<file path="src/rtl/tape_pkg.sv">
`default_nettype none
// ============================================================================
// Module      : tape_pkg
// Description : Shared definitions for the paper-tape read controller:
//               one-hot controller state encoding, tape character width and
//               assembly-mode constants.
// Revision    : 1.0 - initial release
// ============================================================================
package tape_pkg;

    // Physical tape character width (5-hole tape).
    localparam int CHAR_W = 5;

    // Number of low character bits kept in 4-bit assemble mode.
    localparam int B4_W = 4;

    // Assembly modes carried on cmd_mode.
    localparam logic MODE_B5 = 1'b0;
    localparam logic MODE_B4 = 1'b1;

    // One-hot controller state.
    typedef enum logic [4:0] {
        ST_IDLE    = 5'b00001,
        ST_LOAD    = 5'b00010,
        ST_REQ     = 5'b00100,
        ST_RELEASE = 5'b01000,
        ST_DONE    = 5'b10000
    } state_t;

endpackage
`default_nettype wire

</file>
<file path="src/rtl/tape_char_hs.sv">
`default_nettype none
// ============================================================================
// Module      : tape_char_hs
// Description : Per-character request half of the tape reader handshake.
//               Owns the registered request line and the REQ timeout timer.
//               A start pulse raises input_rdy on the next cycle and clears
//               the timer; input_rdy drops on the same edge that a character
//               is captured or the timer expires.
// Ports       : clk, resetn      - clock, synchronous active-low reset
//               start            - begin a character request
//               input_val/_data  - tape reader valid / character
//               input_rdy        - registered request to the reader
//               char_val         - capture strobe (request open, val seen)
//               char_data        - character to capture
//               timeout          - request window expired without a character
// Revision    : 1.0 - initial release
// ============================================================================
module tape_char_hs #(
    parameter int CHAR_W  = 5,
    parameter int TIMEOUT = 1024
) (
    input  logic              clk,
    input  logic              resetn,
    input  logic              start,
    input  logic              input_val,
    input  logic [CHAR_W-1:0] input_data,
    output logic              input_rdy,
    output logic              char_val,
    output logic [CHAR_W-1:0] char_data,
    output logic              timeout
);

    localparam int c_TIMER_W = (TIMEOUT > 1) ? $clog2(TIMEOUT) : 1;
    localparam logic [c_TIMER_W-1:0] c_TIMER_LAST = c_TIMER_W'(TIMEOUT - 1);

    logic                 rdy_q;
    logic                 rdy_d;
    logic [c_TIMER_W-1:0] timer_q;
    logic [c_TIMER_W-1:0] timer_d;

    // rdy_q is high exactly while the request window is open, so it doubles
    // as the "in REQ" qualifier for capture and timeout.
    always_comb begin
        char_val  = rdy_q & input_val;
        char_data = input_data;
        timeout   = rdy_q & ~input_val & (timer_q == c_TIMER_LAST);
        rdy_d     = rdy_q;
        timer_d   = timer_q;
        if (start) begin
            rdy_d   = 1'b1;
            timer_d = '0;
        end else if (rdy_q) begin
            timer_d = timer_q + 1'b1;
            if (char_val || timeout) begin
                rdy_d = 1'b0;
            end
        end
    end

    always_ff @(posedge clk) begin
        if (!resetn) begin
            rdy_q   <= 1'b0;
            timer_q <= '0;
        end else begin
            rdy_q   <= rdy_d;
            timer_q <= timer_d;
        end
    end

    assign input_rdy = rdy_q;

endmodule
`default_nettype wire

</file>
<file path="src/rtl/tape_read_ctrl.sv">
`default_nettype none
// ============================================================================
// Module      : tape_read_ctrl
// Description : Paper-tape read controller. Accepts "read N characters"
//               commands, sequences one reader handshake per character,
//               shift-assembles the characters (first read ends up most
//               significant) and returns the word plus a timeout flag on a
//               valid/ready response port.
// Ports       : clk, resetn           - clock, synchronous active-low reset
//               cmd_val/cmd_rdy       - command handshake
//               cmd_cnt, cmd_mode     - character count, 0=5-bit / 1=4-bit
//               rsp_val/rsp_rdy       - response handshake
//               rsp_data, rsp_err     - assembled word, timeout flag
//               busy                  - command in progress
//               input_rdy/input_val   - tape reader handshake
//               input_data            - tape character
// Revision    : 1.0 - initial release
// ============================================================================
module tape_read_ctrl #(
    parameter int WORD_W  = 32,
    parameter int CHAR_W  = tape_pkg::CHAR_W,
    parameter int TIMEOUT = 1024
) (
    input  logic              clk,
    input  logic              resetn,
    input  logic              cmd_val,
    output logic              cmd_rdy,
    input  logic [2:0]        cmd_cnt,
    input  logic              cmd_mode,
    output logic              rsp_val,
    input  logic              rsp_rdy,
    output logic [WORD_W-1:0] rsp_data,
    output logic              rsp_err,
    output logic              busy,
    output logic              input_rdy,
    input  logic              input_val,
    input  logic [CHAR_W-1:0] input_data
);

    import tape_pkg::*;

    state_t              state_q;
    state_t              state_d;

    logic                cmd_rdy_q, cmd_rdy_d;
    logic                busy_q, busy_d;
    logic                rsp_val_q, rsp_val_d;
    logic [WORD_W-1:0]   rsp_data_q, rsp_data_d;
    logic                rsp_err_q, rsp_err_d;
    logic [WORD_W-1:0]   acc_q, acc_d;
    logic [2:0]          remaining_q, remaining_d;
    logic                mode_q, mode_d;
    logic                err_q, err_d;

    logic                w_start;
    logic                w_enter_done;
    logic                w_accept;
    logic                w_char_val;
    logic [CHAR_W-1:0]   w_char_data;
    logic                w_timeout;
    logic [WORD_W-1:0]   w_acc_shift;

    tape_char_hs #(
        .CHAR_W  (CHAR_W),
        .TIMEOUT (TIMEOUT)
    ) u_char_hs (
        .clk        (clk),
        .resetn     (resetn),
        .start      (w_start),
        .input_val  (input_val),
        .input_data (input_data),
        .input_rdy  (input_rdy),
        .char_val   (w_char_val),
        .char_data  (w_char_data),
        .timeout    (w_timeout)
    );

    // ---------------------------------------------------------------- state
    always_ff @(posedge clk) begin
        if (!resetn) begin
            state_q <= ST_IDLE;
        end else begin
            state_q <= state_d;
        end
    end

    // Commands are taken only while the registered cmd_rdy is up, so the
    // single cycle after reset release (cmd_rdy still low) cannot accept.
    always_comb begin
        state_d = state_q;
        case (state_q)
            ST_IDLE: begin
                if (cmd_val && cmd_rdy_q) begin
                    state_d = ST_LOAD;
                end
            end
            ST_LOAD: begin
                if (remaining_q == 3'd0) begin
                    state_d = ST_DONE;
                end else begin
                    state_d = ST_REQ;
                end
            end
            ST_REQ: begin
                if (w_char_val) begin
                    state_d = ST_RELEASE;
                end else if (w_timeout) begin
                    state_d = ST_DONE;
                end
            end
            ST_RELEASE: begin
                if (!input_val) begin
                    if (remaining_q != 3'd0) begin
                        state_d = ST_REQ;
                    end else begin
                        state_d = ST_DONE;
                    end
                end
            end
            ST_DONE: begin
                if (rsp_rdy) begin
                    state_d = ST_IDLE;
                end
            end
            default: begin
                state_d = ST_IDLE;
            end
        endcase
    end

    // -------------------------------------------------------------- outputs
    // Registered outputs are computed from the next state so they line up
    // with the state they describe.
    always_comb begin
        cmd_rdy_d    = (state_d == ST_IDLE);
        busy_d       = (state_d != ST_IDLE);
        rsp_val_d    = (state_d == ST_DONE);
        w_accept     = (state_q == ST_IDLE) && (state_d == ST_LOAD);
        w_start      = (state_d == ST_REQ) && (state_q != ST_REQ);
        w_enter_done = (state_d == ST_DONE) && (state_q != ST_DONE);
    end

    // ------------------------------------------------------------- datapath
    // Shift left by the character width in use; bits above WORD_W fall off.
    always_comb begin
        if (mode_q == MODE_B5) begin
            w_acc_shift = {acc_q[WORD_W-CHAR_W-1:0], w_char_data};
        end else begin
            w_acc_shift = {acc_q[WORD_W-B4_W-1:0], w_char_data[B4_W-1:0]};
        end
    end

    always_comb begin
        acc_d       = acc_q;
        remaining_d = remaining_q;
        mode_d      = mode_q;
        err_d       = err_q;
        rsp_data_d  = rsp_data_q;
        rsp_err_d   = rsp_err_q;
        if (w_accept) begin
            remaining_d = cmd_cnt;
            mode_d      = cmd_mode;
            acc_d       = '0;
            err_d       = 1'b0;
        end
        if ((state_q == ST_REQ) && w_char_val) begin
            acc_d       = w_acc_shift;
            remaining_d = remaining_q - 1'b1;
        end
        if ((state_q == ST_REQ) && w_timeout) begin
            err_d = 1'b1;
        end
        // Snapshot on entry so the response stays stable while held in DONE.
        if (w_enter_done) begin
            rsp_data_d = acc_d;
            rsp_err_d  = err_d;
        end
    end

    always_ff @(posedge clk) begin
        if (!resetn) begin
            cmd_rdy_q   <= 1'b0;
            busy_q      <= 1'b0;
            rsp_val_q   <= 1'b0;
            rsp_data_q  <= '0;
            rsp_err_q   <= 1'b0;
            acc_q       <= '0;
            remaining_q <= 3'd0;
            mode_q      <= MODE_B5;
            err_q       <= 1'b0;
        end else begin
            cmd_rdy_q   <= cmd_rdy_d;
            busy_q      <= busy_d;
            rsp_val_q   <= rsp_val_d;
            rsp_data_q  <= rsp_data_d;
            rsp_err_q   <= rsp_err_d;
            acc_q       <= acc_d;
            remaining_q <= remaining_d;
            mode_q      <= mode_d;
            err_q       <= err_d;
        end
    end

    assign cmd_rdy  = cmd_rdy_q;
    assign busy     = busy_q;
    assign rsp_val  = rsp_val_q;
    assign rsp_data = rsp_data_q;
    assign rsp_err  = rsp_err_q;

endmodule
`default_nettype wire

</file>
<file path="config.mk">
export PLATFORM = sky130hd
export DESIGN_NAME = tape_read_ctrl
export DESIGN_NICKNAME = d
export VERILOG_FILES = /design/src/rtl/tape_pkg.sv /design/src/rtl/tape_char_hs.sv /design/src/rtl/tape_read_ctrl.sv
export SDC_FILE = /design/constraint.sdc
export NUM_CORES = 1
export LEC_CHECK = 0
export CORE_AREA = 5 5 97 122
export DETAILED_ROUTE_END_ITERATION = 16
export DIE_AREA = 0 0 102 127
export SYNTH_ARGS = -nofsm -noshare
export SYNTH_HDL_FRONTEND = slang
export SYNTH_SLANG_ARGS = --single-unit
</file>
<file path="constraint.sdc">
create_clock -name clk -period 2.3 [get_ports clk]
set_input_delay 0.345 -clock clk [delete_from_list [all_inputs] [get_ports clk]]
set_output_delay 0.345 -clock clk [all_outputs]
set_load 0.01 [all_outputs]
</file>
==> summary.md, run 1 <==
| Metric | Value |
|---|---|
| Status | finished clean |
| DR vias/cell | 4.92 |
| GRT Total Usage | 0.128 |
| Max-slew violations | 0 |
| Syn avg cell area | 8.79 um^2 |
| Logic pwr share | 0.161 |
| Number of nets in the layout | 472 |
| I/O pins | 51 |
| First-pass GRT wire length | 13.5 mm |
| Clock group share of total power | 0.370 |
| Leakage | 1.53 nW |
| Fin Setup TNS | 0 ps |
| CP Cell Sequence | or4b_1 > or3_4 > and2_4 > a21oi_1 > a21oi_1 |
| Cell-internal power | 2.61 mW |
| CTS resizes | 0 |
| Worst-Margin Slew | 468 ps |
| DIE HEIGHT | 127 um |
| WP data arrival | 2340 ps |
| Post-synth ARST share | 0 |
| Netlist Area Pre-Place | 3610 um^2 |
| Post-CTS Hold Buffers | 0 |
| H-tree depth | 3 |
| HPWL Detailed | 5.44 mm |
| Setup WS pre-CTS | 22.5 ps |
| Final Cell Area | 4490 um^2 |
| Switching Fraction | 0.265 |
| WL/cell | 13.5 um |
| Clock Tree Buf Depth | 2 |
| Gpl congestion | 0.773 |
| Core Area | 10500 um^2 |
| Final WS setup | 175 ps |
| Psw | 0.938 mW |
| Worst Skew | 6.29 ps |
| Crit path top cell by count | a21oi_1 |
| Area contributors post-synth | dfxtp_1, a21oi_1, nor2_1 |
| Die ar. | 13000 um^2 |
| Starting Density | 0.346 |
| CTS tree | done |
| Unrepaired setup endpoints after global routing | no |
| Post-Syn Nets | 428 |
| Clk sink count | 89 |
| Max Cap Violations | 0 |
| Setup bufs post-CTS | 0 |
| Layout fillers | 1041 |
| CP peak stage delay | 540 ps |
| Worst setup EP type | register |
| Delay-heaviest family, CP | simple AND/OR/NAND/NOR gates |
| Worst hold path type | register to register |
| Inserted Diodes | 0 |
| Tmin final | 2120 ps |
| Mapped Cells | 411 |
| Synth top area share | 0.493 |
| Vias in the first global route | 2880 |
| Synth warn | 0 |
| Max Fanout on Critical Path | 36 |
| PnR Total Power | 3.55 mW |
| Post-synthesis sequential area ratio | 0.493 |
| Final core utilization | 0.429 |
| Drt pass-1 iters | 4 |
| Synth area leader | dfxtp_1 |
| Top FF cell, synth | dfxtp_1 |
| Largest net degree at the start of global routing | 46 |
| Peak supply drop | 384 uV |
| DP Area | 4230 um^2 |
| Sequential share of power | 0.469 |
| Grt total ovfl | 0 |
| CP Class | register to register |
| Worst endpoint required time | 2520 ps |
| Post-synth EDFFs | 0 |
| Fmax | 471 MHz |
| PwrDens | 790 nW/um^2 |
| Number of library cell types mapped by synthesis | 44 |
| CP max-delay cell | or4b_1 |
| Final hold vios | 0 |
| Initial antenna violation count | 0 |
| Die W | 102 um |
| Skew-Pair Late Insertion Delay | 330 ps |
| Vias | 2912 |
| IO Port Bufs | 50 |
| # rows | 42 |
| CP startpoint kind | register |
| Yosys reg bits | 89 |
| Routed WL | 7.98 mm |
| Iteration-0 DRC Markers | 157 |
| Area Growth Syn to Fin | 24.3% |
| DRC violations left | 0 |
| CTS Buf Count | 9 |
| Fin crit share | 0.924 |
| Root buf cell | clkbuf_16 |
| WP buf/inv | 0 |
| # setup viols final | 0 |
| Share of cells above drive strength 1 | 0.0761 |
| Detail Route Antenna Nets | 0 |
| Clock-pin slew on the worst setup and hold paths | 60 ps |
| Slew HR | 0.688 |
[metrics by stage]
step	hold slack, ps	cells
after CTS	486	592
after detailed placement	472	576
after global placement	458	576
after floorplan	446	411
after global routing	513	592
final	482	592
[registers in the layout, indices dropped and copies added (netlist names)]
| name | cells |
|---|---|
| acc_q | 32 |
| busy | 1 |
| cmd_rdy | 1 |
| err_q | 1 |
| mode_q | 1 |
| remaining_q | 3 |
| rsp_data | 32 |
| rsp_err | 1 |
| rsp_val | 1 |
| state_q | 5 |
| u_char_hs.input_rdy | 1 |
| u_char_hs.timer_q | 10 |
[final timing paths]
| path | start | to | slack [ps] | cells after the start |
|---|---|---|---|---|
| worst min register to register | acc_q[31] | acc_q[31] | 480 | 2 |
| worst max-delay path | state_q[1] | rsp_data[20] | 180 | 5 |
| worst min-delay path | acc_q[31] | acc_q[31] | 480 | 2 |
| worst max register to register | state_q[1] | rsp_data[20] | 180 | 5 |
[cells in the final DEF (no fill, tap or decap), drive strengths merged, types with 2 or more instances in the layout]
master         instances
nand4                  4
xor2                   3
o21ai                 38
nor3                   4
nor2                  84
nor2b                  4
or3                    3
mux2i                 29
and3                   3
nand3b                 2
ha                     3
clkinvlp               3
nor3b                  3
a22oi                  4
clkinv                 3
a21oi                 68
xnor2                  7
or3b                   2
dfxtp                 89
nand2b                 3
buf                   11
clkdlybuf4s50         50
nand2                 11
inv                    4
clkbuf                11
a211oi                 2
[cell families after synthesis]
group	after synthesis	share of synthesized area
buffers and inverters	33	0.0485
multiplexers	29	0.0803
AND/OR/NAND/NOR	129	0.163
flip-flops	89	0.493
adder cells (fa/ha/maj)	3	0.0104
XOR/XNOR	10	0.0242
AO/OA/AOI/OAI	118	0.180
[power by group through the flow]
stage	clock network [mW]	logic [mW]	registers, mW
2_1_floorplan	0	0.386	1.71
3_3_place_gp	0	0.568	1.70
3_5_place_dp	0	0.580	1.70
4_1_cts	1.34	0.581	1.66
5_1_grt	1.40	0.637	1.67
6_report	1.31	0.570	1.66
[cells in the mapped netlist (4+ instances only)]
library cell   n
nand4_1        4
inv_1          4
xnor2_1        7
clkbuf_1      12
nand2_1       11
nor2b_1        4
a21oi_1       64
nor2_1        84
a22oi_1        4
a21oi_2        4
o21ai_0       36
buf_6          5
buf_2          6
mux2i_1       29
dfxtp_1       89
nor3_1         4
[tightest hold or removal path, stage by stage, from the launching register on]
cell and delay, ps:
dfxtp_1 310, a21oi_1 70, nor2_1 70
[routing by layer]
metal | global-route usage | vias up | part of all wire
met4 | 0.0394 | 0 | 0.013
met1 | 0.161 | 1368 | 0.47
met3 | 0.0305 | 9 | 0.033
met5 | 0 | - | 0
li1 | - | 1503 | -
met2 | 0.216 | 32 | 0.48
[layout make-up]
cell class                      count  area, um^2  area share
Clock inverter                      5        32.5     0.00724
Multi-Input combinational cell    289        1660       0.371
Sequential cell                    89        1780       0.397
Tap cell                          132         165      0.0368
Timing Repair Buffer               61         596       0.133
Clock buffer                       11         233      0.0518
Inverter                            5        18.8     0.00418
Note: power is estimated with default switching activity, not from simulation.
==> inputs of run 2 (changes only) <==
- SKIP_LAST_GASP: not set -> 1
==> results of run 2 <==
Same layout as run 1: the final DEF is identical, and so are final timing and power.
==> inputs of run 3 (changes only) <==
- CTS_CLUSTER_DIAMETER: not set -> 40
- SLEW_MARGIN: not set -> 20
==> results of run 3 <==
Same layout as run 1: the final DEF is identical, and so are final timing and power.
